File: src/rtl/sequential_divider_pkg.sv
// Shared arithmetic-family package: FSM state encoding and the default datapath width.
package arith_seq_pkg;

  localparam int ARITH_W = 32;

  typedef enum logic [1:0] {
    IDLE = 2'd0,
    CALC = 2'd1,
    DONE = 2'd2
  } seq_state_e;

endpackage

File: src/rtl/sequential_divider_if.sv
// Request/result bundle for sequential_divider; master issues operands, slave returns results.
interface sequential_divider_if
  import arith_seq_pkg::*;
#(
  parameter int W = ARITH_W
) ();

  logic         start;
  logic [W-1:0] dividend;
  logic [W-1:0] divisor;
  logic         busy;
  logic         done;
  logic [W-1:0] quotient;
  logic [W-1:0] remainder;
  logic         div_by_zero;

  modport master (
    output start, dividend, divisor,
    input  busy, done, quotient, remainder, div_by_zero
  );

  modport slave (
    input  start, dividend, divisor,
    output busy, done, quotient, remainder, div_by_zero
  );

endinterface

File: src/rtl/sequential_divider_div_step.sv
// One combinational radix-2 restoring iteration: shift in the next dividend bit, trial-subtract.
module div_step #(
  parameter int W = 32
) (
  input  logic [W:0]   r,
  input  logic [W-1:0] q,
  input  logic [W-1:0] d,
  output logic [W:0]   r_next,
  output logic [W-1:0] q_next
);

  logic [W+1:0] r_sh;
  logic         fits;

  // NOTE: every output of a combinational block gets a value on every path,
  // otherwise synthesis infers a latch to hold the old value.
  always_comb begin
    // r[W] is always 0 after a restoring step, so carrying it in the shift is harmless.
    r_sh   = {r, q[W-1]};
    fits   = (r_sh >= {2'b00, d});
    r_next = r_sh[W:0];
    if (fits) r_next = (W+1)'(r_sh - {2'b00, d});
    q_next = {q[W-2:0], fits};
  end

endmodule

File: src/rtl/sequential_divider.sv
// Radix-2 restoring sequential divider, one quotient bit per clock, W-cycle latency.
// Define SEQ_DIV_SIGNED_EN for two's-complement operands; default build is unsigned.
module sequential_divider
  import arith_seq_pkg::*;
#(
  parameter int W = ARITH_W
) (
  input  logic               clk,
  input  logic               rst_n,
  sequential_divider_if.slave bus
);

  localparam int CNT_W = $clog2(W) + 1;
  localparam logic [CNT_W-1:0] LAST = CNT_W'(W - 1);

  seq_state_e       state;
  logic [W:0]       r;
  logic [W-1:0]     q;
  logic [W-1:0]     d;
  logic [CNT_W-1:0] cnt;
  logic             dz_pend;

  logic             busy_q;
  logic             done_q;
  logic [W-1:0]     quot_q;
  logic [W-1:0]     rem_q;
  logic             dbz_q;

  logic [W:0]       r_nxt;
  logic [W-1:0]     q_nxt;

  logic [W-1:0]     a_mag;
  logic [W-1:0]     b_mag;
  logic [W-1:0]     q_fix;
  logic [W-1:0]     r_fix;
  logic [W-1:0]     rem_dz;

  div_step #(.W(W)) u_step (
    .r      (r),
    .q      (q),
    .d      (d),
    .r_next (r_nxt),
    .q_next (q_nxt)
  );

`ifdef SEQ_DIV_SIGNED_EN
  logic neg_q;
  logic neg_r;

  always_comb begin
    a_mag  = bus.dividend[W-1] ? (~bus.dividend + 1'b1) : bus.dividend;
    b_mag  = bus.divisor[W-1]  ? (~bus.divisor  + 1'b1) : bus.divisor;
    q_fix  = neg_q ? (~q_nxt + 1'b1) : q_nxt;
    r_fix  = neg_r ? (~r_nxt[W-1:0] + 1'b1) : r_nxt[W-1:0];
    // q still holds |dividend| on the zero-divisor path; re-apply its sign.
    rem_dz = neg_r ? (~q + 1'b1) : q;
  end

  always_ff @(posedge clk or negedge rst_n) begin
    if (!rst_n) begin
      neg_q <= 1'b0;
      neg_r <= 1'b0;
    end else if (state == IDLE && !dz_pend && bus.start) begin
      neg_q <= bus.dividend[W-1] ^ bus.divisor[W-1];
      neg_r <= bus.dividend[W-1];
    end
  end
`else
  always_comb begin
    a_mag  = bus.dividend;
    b_mag  = bus.divisor;
    q_fix  = q_nxt;
    r_fix  = r_nxt[W-1:0];
    rem_dz = q;
  end
`endif

  // NOTE: sequential state uses non-blocking assignments only, so every register
  // samples pre-edge values regardless of statement order.
  always_ff @(posedge clk or negedge rst_n) begin
    if (!rst_n) begin
      state   <= IDLE;
      r       <= '0;
      q       <= '0;
      d       <= '0;
      cnt     <= '0;
      dz_pend <= 1'b0;
      busy_q  <= 1'b0;
      done_q  <= 1'b0;
      quot_q  <= '0;
      rem_q   <= '0;
      dbz_q   <= 1'b0;
    end else begin
      done_q <= 1'b0;
      unique case (state)
        IDLE: begin
          if (dz_pend) begin
            // Zero divisor: spend the accept cycle idle so DONE lands one edge later.
            dz_pend <= 1'b0;
            state   <= DONE;
            done_q  <= 1'b1;
            dbz_q   <= 1'b1;
            quot_q  <= '1;
            rem_q   <= rem_dz;
          end else if (bus.start) begin
            q      <= a_mag;
            d      <= b_mag;
            r      <= '0;
            cnt    <= '0;
            quot_q <= '0;
            rem_q  <= '0;
            dbz_q  <= 1'b0;
            if (bus.divisor == '0) begin
              dz_pend <= 1'b1;
            end else begin
              state  <= CALC;
              busy_q <= 1'b1;
            end
          end
        end
        CALC: begin
          r   <= r_nxt;
          q   <= q_nxt;
          cnt <= cnt + 1'b1;
          if (cnt == LAST) begin
            state  <= DONE;
            busy_q <= 1'b0;
            done_q <= 1'b1;
            quot_q <= q_fix;
            rem_q  <= r_fix;
          end
        end
        DONE: state <= IDLE;
        default: state <= IDLE;
      endcase
    end
  end

  assign bus.busy        = busy_q;
  assign bus.done        = done_q;
  assign bus.quotient    = quot_q;
  assign bus.remainder   = rem_q;
  assign bus.div_by_zero = dbz_q;

endmodule

File: src/flat_wrapper.sv
// flat-port wrapper written by rule: the top's interface ports become plain ports
module sequential_divider_flat import arith_seq_pkg::*;
#(
  parameter int W = ARITH_W
)
  (clk, rst_n, bus_start, bus_dividend, bus_divisor, bus_busy, bus_done, bus_quotient, bus_remainder, bus_div_by_zero);
  sequential_divider_if #(.W(W)) bus_i ();
  input  logic clk;
  input  logic rst_n;
  input wire logic [$bits(bus_i.start)-1:0] bus_start;
  input wire logic [$bits(bus_i.dividend)-1:0] bus_dividend;
  input wire logic [$bits(bus_i.divisor)-1:0] bus_divisor;
  output wire logic [$bits(bus_i.busy)-1:0] bus_busy;
  output wire logic [$bits(bus_i.done)-1:0] bus_done;
  output wire logic [$bits(bus_i.quotient)-1:0] bus_quotient;
  output wire logic [$bits(bus_i.remainder)-1:0] bus_remainder;
  output wire logic [$bits(bus_i.div_by_zero)-1:0] bus_div_by_zero;
  assign bus_i.start = bus_start;
  assign bus_i.dividend = bus_dividend;
  assign bus_i.divisor = bus_divisor;
  assign bus_busy = bus_i.busy;
  assign bus_done = bus_i.done;
  assign bus_quotient = bus_i.quotient;
  assign bus_remainder = bus_i.remainder;
  assign bus_div_by_zero = bus_i.div_by_zero;
  sequential_divider #(.W(W)) u_core (.clk(clk), .rst_n(rst_n), .bus(bus_i));
endmodule
File: config.mk
export PLATFORM = sky130hd
export DESIGN_NAME = sequential_divider_flat
export DESIGN_NICKNAME = d
export VERILOG_FILES = /design/src/rtl/sequential_divider_pkg.sv /design/src/rtl/sequential_divider_if.sv /design/src/rtl/sequential_divider_div_step.sv /design/src/rtl/sequential_divider.sv /design/src/flat_wrapper.sv
export SDC_FILE = /design/constraint.sdc
export NUM_CORES = 1
export LEC_CHECK = 0
export CAP_MARGIN = 20
export CORE_AREA = 2 2 142 130
export DETAILED_ROUTE_END_ITERATION = 16
export DIE_AREA = 0 0 144 132
export DONT_BUFFER_PORTS = 1
export GPL_TIMING_DRIVEN = 0
export PLACE_DENSITY = 0.7
export SLEW_MARGIN = 15
export SYNTH_ARGS = -nofsm -noshare
export SYNTH_HDL_FRONTEND = slang
export SYNTH_SLANG_ARGS = --single-unit
File: constraint.sdc
create_clock -name clk -period 6.71 [get_ports clk]
set_input_delay 0.671 -clock clk [delete_from_list [all_inputs] [get_ports clk]]
set_output_delay 0.671 -clock clk [all_outputs]
set_load 0.02 [all_outputs]
==> reports/qor.csv <==
stage,metric,value,unit
synth,ys_seq_area_share,45.4,%
clocking,cts_buffers,17,
hold_path,hold_class,input pin to async pin,
critical_path,cp_max_fo,5,
synth,synth-seq-cells,173,
clocking,htree_levels,4,
detailed_routing,firstDrtPassIters,5,
placement,io_buffers,0,
timing,finalSetupTns,0,ns
timing,relSlewSlack,40.5,%
timing,finalMaxSlewViolations,0,
placement,placed_area,9830,µm²
synth,synthArstFlopShare,100,%
power,leakagePower,4.59,nW
synth,synth_area,9530,µm²
clocking,clkLatencyLatePin,0.44,ns
timing,whs,0.242,ns
detailed_routing,wire_per_inst,20.7,µm
clocking,clockRootBuffer,clkbuf_16,
clocking,cts.hold.buffers_added,1,
critical_path,cp_data_required_time,6.99,ns
global_routing,antenna_found_initial,0,
timing,setup_violations,0,
layout,fillCellCount,1565,
critical_path,worst-endpoint-arrival,4.15,ns
die,initial_core_util,54.6,%
layout,stdcell_area,10400,µm²
die,ioPinCount,134,
synth,syn-instance-count,1083,
timing,fin_crit,3.87,ns
global_routing,grt.overflow.total,0,
layout,antennaDiodeCount,0,
layout,area_delta_synth_final,9.49,%
placement,place_congestion,0.930,
global_routing,grt_pass1_wl,44.4,mm
clocking,cts_sinks,173,
timing,worst_slew_pin_slew,0.893,ns
layout,final_core_util,59.8,%
die,coreArea,17400,µm²
clocking,post_cts_buffers,0,
clocking,post_cts_resized,0,
global_routing,grtUsageTotal,30.6,%
timing,rsz0062_at_grt,no,
detailed_routing,routed-via-count,8151,
power,p_per_area,565,nW/µm²
clocking,cts_tree,built,
timing,clock_skew,0.0108,ns
power,peakVddDrop,278,µV
global_routing,grt_max_degree,174,
die,core.rowCount,46,
critical_path,end_kind,register,
critical_path,path_class,register to register,
timing,timing_hold_violations_final,0,
synth,synth.distinct_cells,67,
job,cap_violations,0,
detailed_routing,drt-total-wl,28.1,mm
synth,syn_nets,1184,
timing,max_freq,0.258,GHz
synth,avgSynthCellArea,8.80,µm²
detailed_routing,ant_nets,0,
layout,nNetsFinal,1204,
layout,drive_gt1_share,5.38,%
clocking,clockBufferDepth,2,
clocking,clkSlewWorstSetupHoldPaths,0.07,ns
synth,synth_ff_type,dfrtp_1,
placement,hpwl,21.0,mm
outcome,status,"complete, no violations",
die,die-area,19000,µm²
detailed_routing,drcViolationCount,0,
synth,synth_edf_count,0,
die,dieHeight,132,µm
detailed_routing,drt-initial-drc-count,707,
die,die_x,144,µm
global_routing,grt_pass1_vias,8025,
detailed_routing,vias_per_cell,6.01,
synth,yosys_warnings,0,
layout,layout_common_cells,"dfrtp_1 (173), nand2_1 (150), a21oi_1 (115)",
layout,final_common_cell,dfrtp_1,
critical_path,cp-start-kind,register,
timing,fin_crit_sh,57.7,%
cells in the mapped netlist, types with 5 or more instances:
cell type,instances,share of area (%)
a21o_1,26,2.0
a21oi_1,115,6.0
a31oi_1,14,0.92
and2_1,5,0.33
and3_1,8,0.53
buf_1,11,0.43
clkbuf_1,48,1.9
dfrtp_1,173,45
ha_1,33,4.3
inv_1,52,2.0
mux2i_1,52,5.5
nand2_1,150,5.9
nand3_1,19,1.0
nand4_1,12,0.79
nor2_1,93,3.7
nor3_1,12,0.63
nor4_1,8,0.53
o211ai_1,5,0.39
o21a_1,13,1.0
o21ai_0,114,6.0
o21ai_1,13,0.68
o22a_1,10,0.92
or3_1,5,0.33
xnor2_1,13,1.2
xor2_1,8,0.74
through the flow:
| stage | total power [mW] | setup slack (ns) | cells |
|---|---|---|---|
| final | 5.90 | 2.84 | 1356 |
| after global routing | 6.32 | 2.51 | 1356 |
| after CTS | 5.87 | 2.85 | 1356 |
| after detailed placement | 4.85 | 2.90 | 1323 |
| after global placement | 4.79 | 2.90 | 1323 |
| after floorplan | 4.07 | 3.85 | 1083 |
logic make-up after synthesis:
| family | count (synthesis) | synth area share, % |
|---|---|---|
| DFF | 173 | 45.4 |
| buffers and inverters | 119 | 5.27 |
| xor gates and xnor gates | 21 | 1.93 |
| and+or+nand+nor | 330 | 15.0 |
| AOI/OAI and AO/OA | 351 | 22.0 |
| adders and majority gates | 34 | 4.54 |
| muxes | 55 | 5.82 |
critical path, cell delays in order (launching register included):
cell and delay, ns:
dfrtp_1 0.47, inv_1 0.09, ha_1 0.16, inv_1 0.05
fa_1 0.43, a211oi_1 0.35, nor3_1 0.12, nor3_1 0.36
o221ai_1 0.25, o41ai_1 0.63, o21ai_0 0.28, xor2_1 0.19
mux2i_1 0.20, a31oi_1 0.11
sequential cells by signal, indices dropped and copies added (netlist names):
signal	cells
u_core.bus.quotient	32
u_core.bus.div_by_zero	1
u_core.bus.remainder	32
u_core.state	2
u_core.bus.done	1
u_core.r	33
u_core.d	32
u_core.bus.busy	1
u_core.q	32
u_core.cnt	6
u_core.dz_pend	1
where the power goes:
group / switching (mW) / total [mW] / internal [mW] / leakage (nW)
Combinational: 1.71 / 2.87 / 1.16 / 2.24
Clock: 0.466 / 0.992 / 0.526 / 0.280
Sequential: 0.584 / 2.04 / 1.45 / 2.07
final cells by class:
cell class	instances	area, µm²	area share [%]
multi-input cells	791	4700	45.0
well taps	240	300	2.88
plain buffers	67	307	2.94
inverters	52	195	1.87
clock buffers	18	429	4.11
repair buffers	1	27.5	0.264
clock inverters	14	148	1.42
flip-flops and latches	173	4330	41.5
per-layer routing:
metal	share of wire, %	track usage [%]
met5	0.25	2.63
met4	1.9	7.73
met3	7.2	8.25
met2	46	46.7
met1	45	43.2
worst paths after layout:
check	start	to	slack [ns]	cells past startpoint
min	rst_n	u_core.bus.done$_DFF_PN0_	0.24	1
min reg2reg	u_core.cnt[5]$_DFFE_PN0P_	u_core.cnt[5]$_DFFE_PN0P_	0.50	1
max reg2reg	u_core.q[31]$_DFFE_PN0P_	u_core.bus.remainder[28]$_DFFE_PN0P_	2.84	13
max	u_core.q[31]$_DFFE_PN0P_	u_core.bus.remainder[28]$_DFFE_PN0P_	2.84	13
min in group clk	bus_start	u_core.dz_pend$_DFFE_PN0P_	0.34	2
max in group asynchronous	rst_n	u_core.r[28]$_DFFE_PN0P_	5.78	1
No activity file was read; power rests on OpenSTA's default activity.
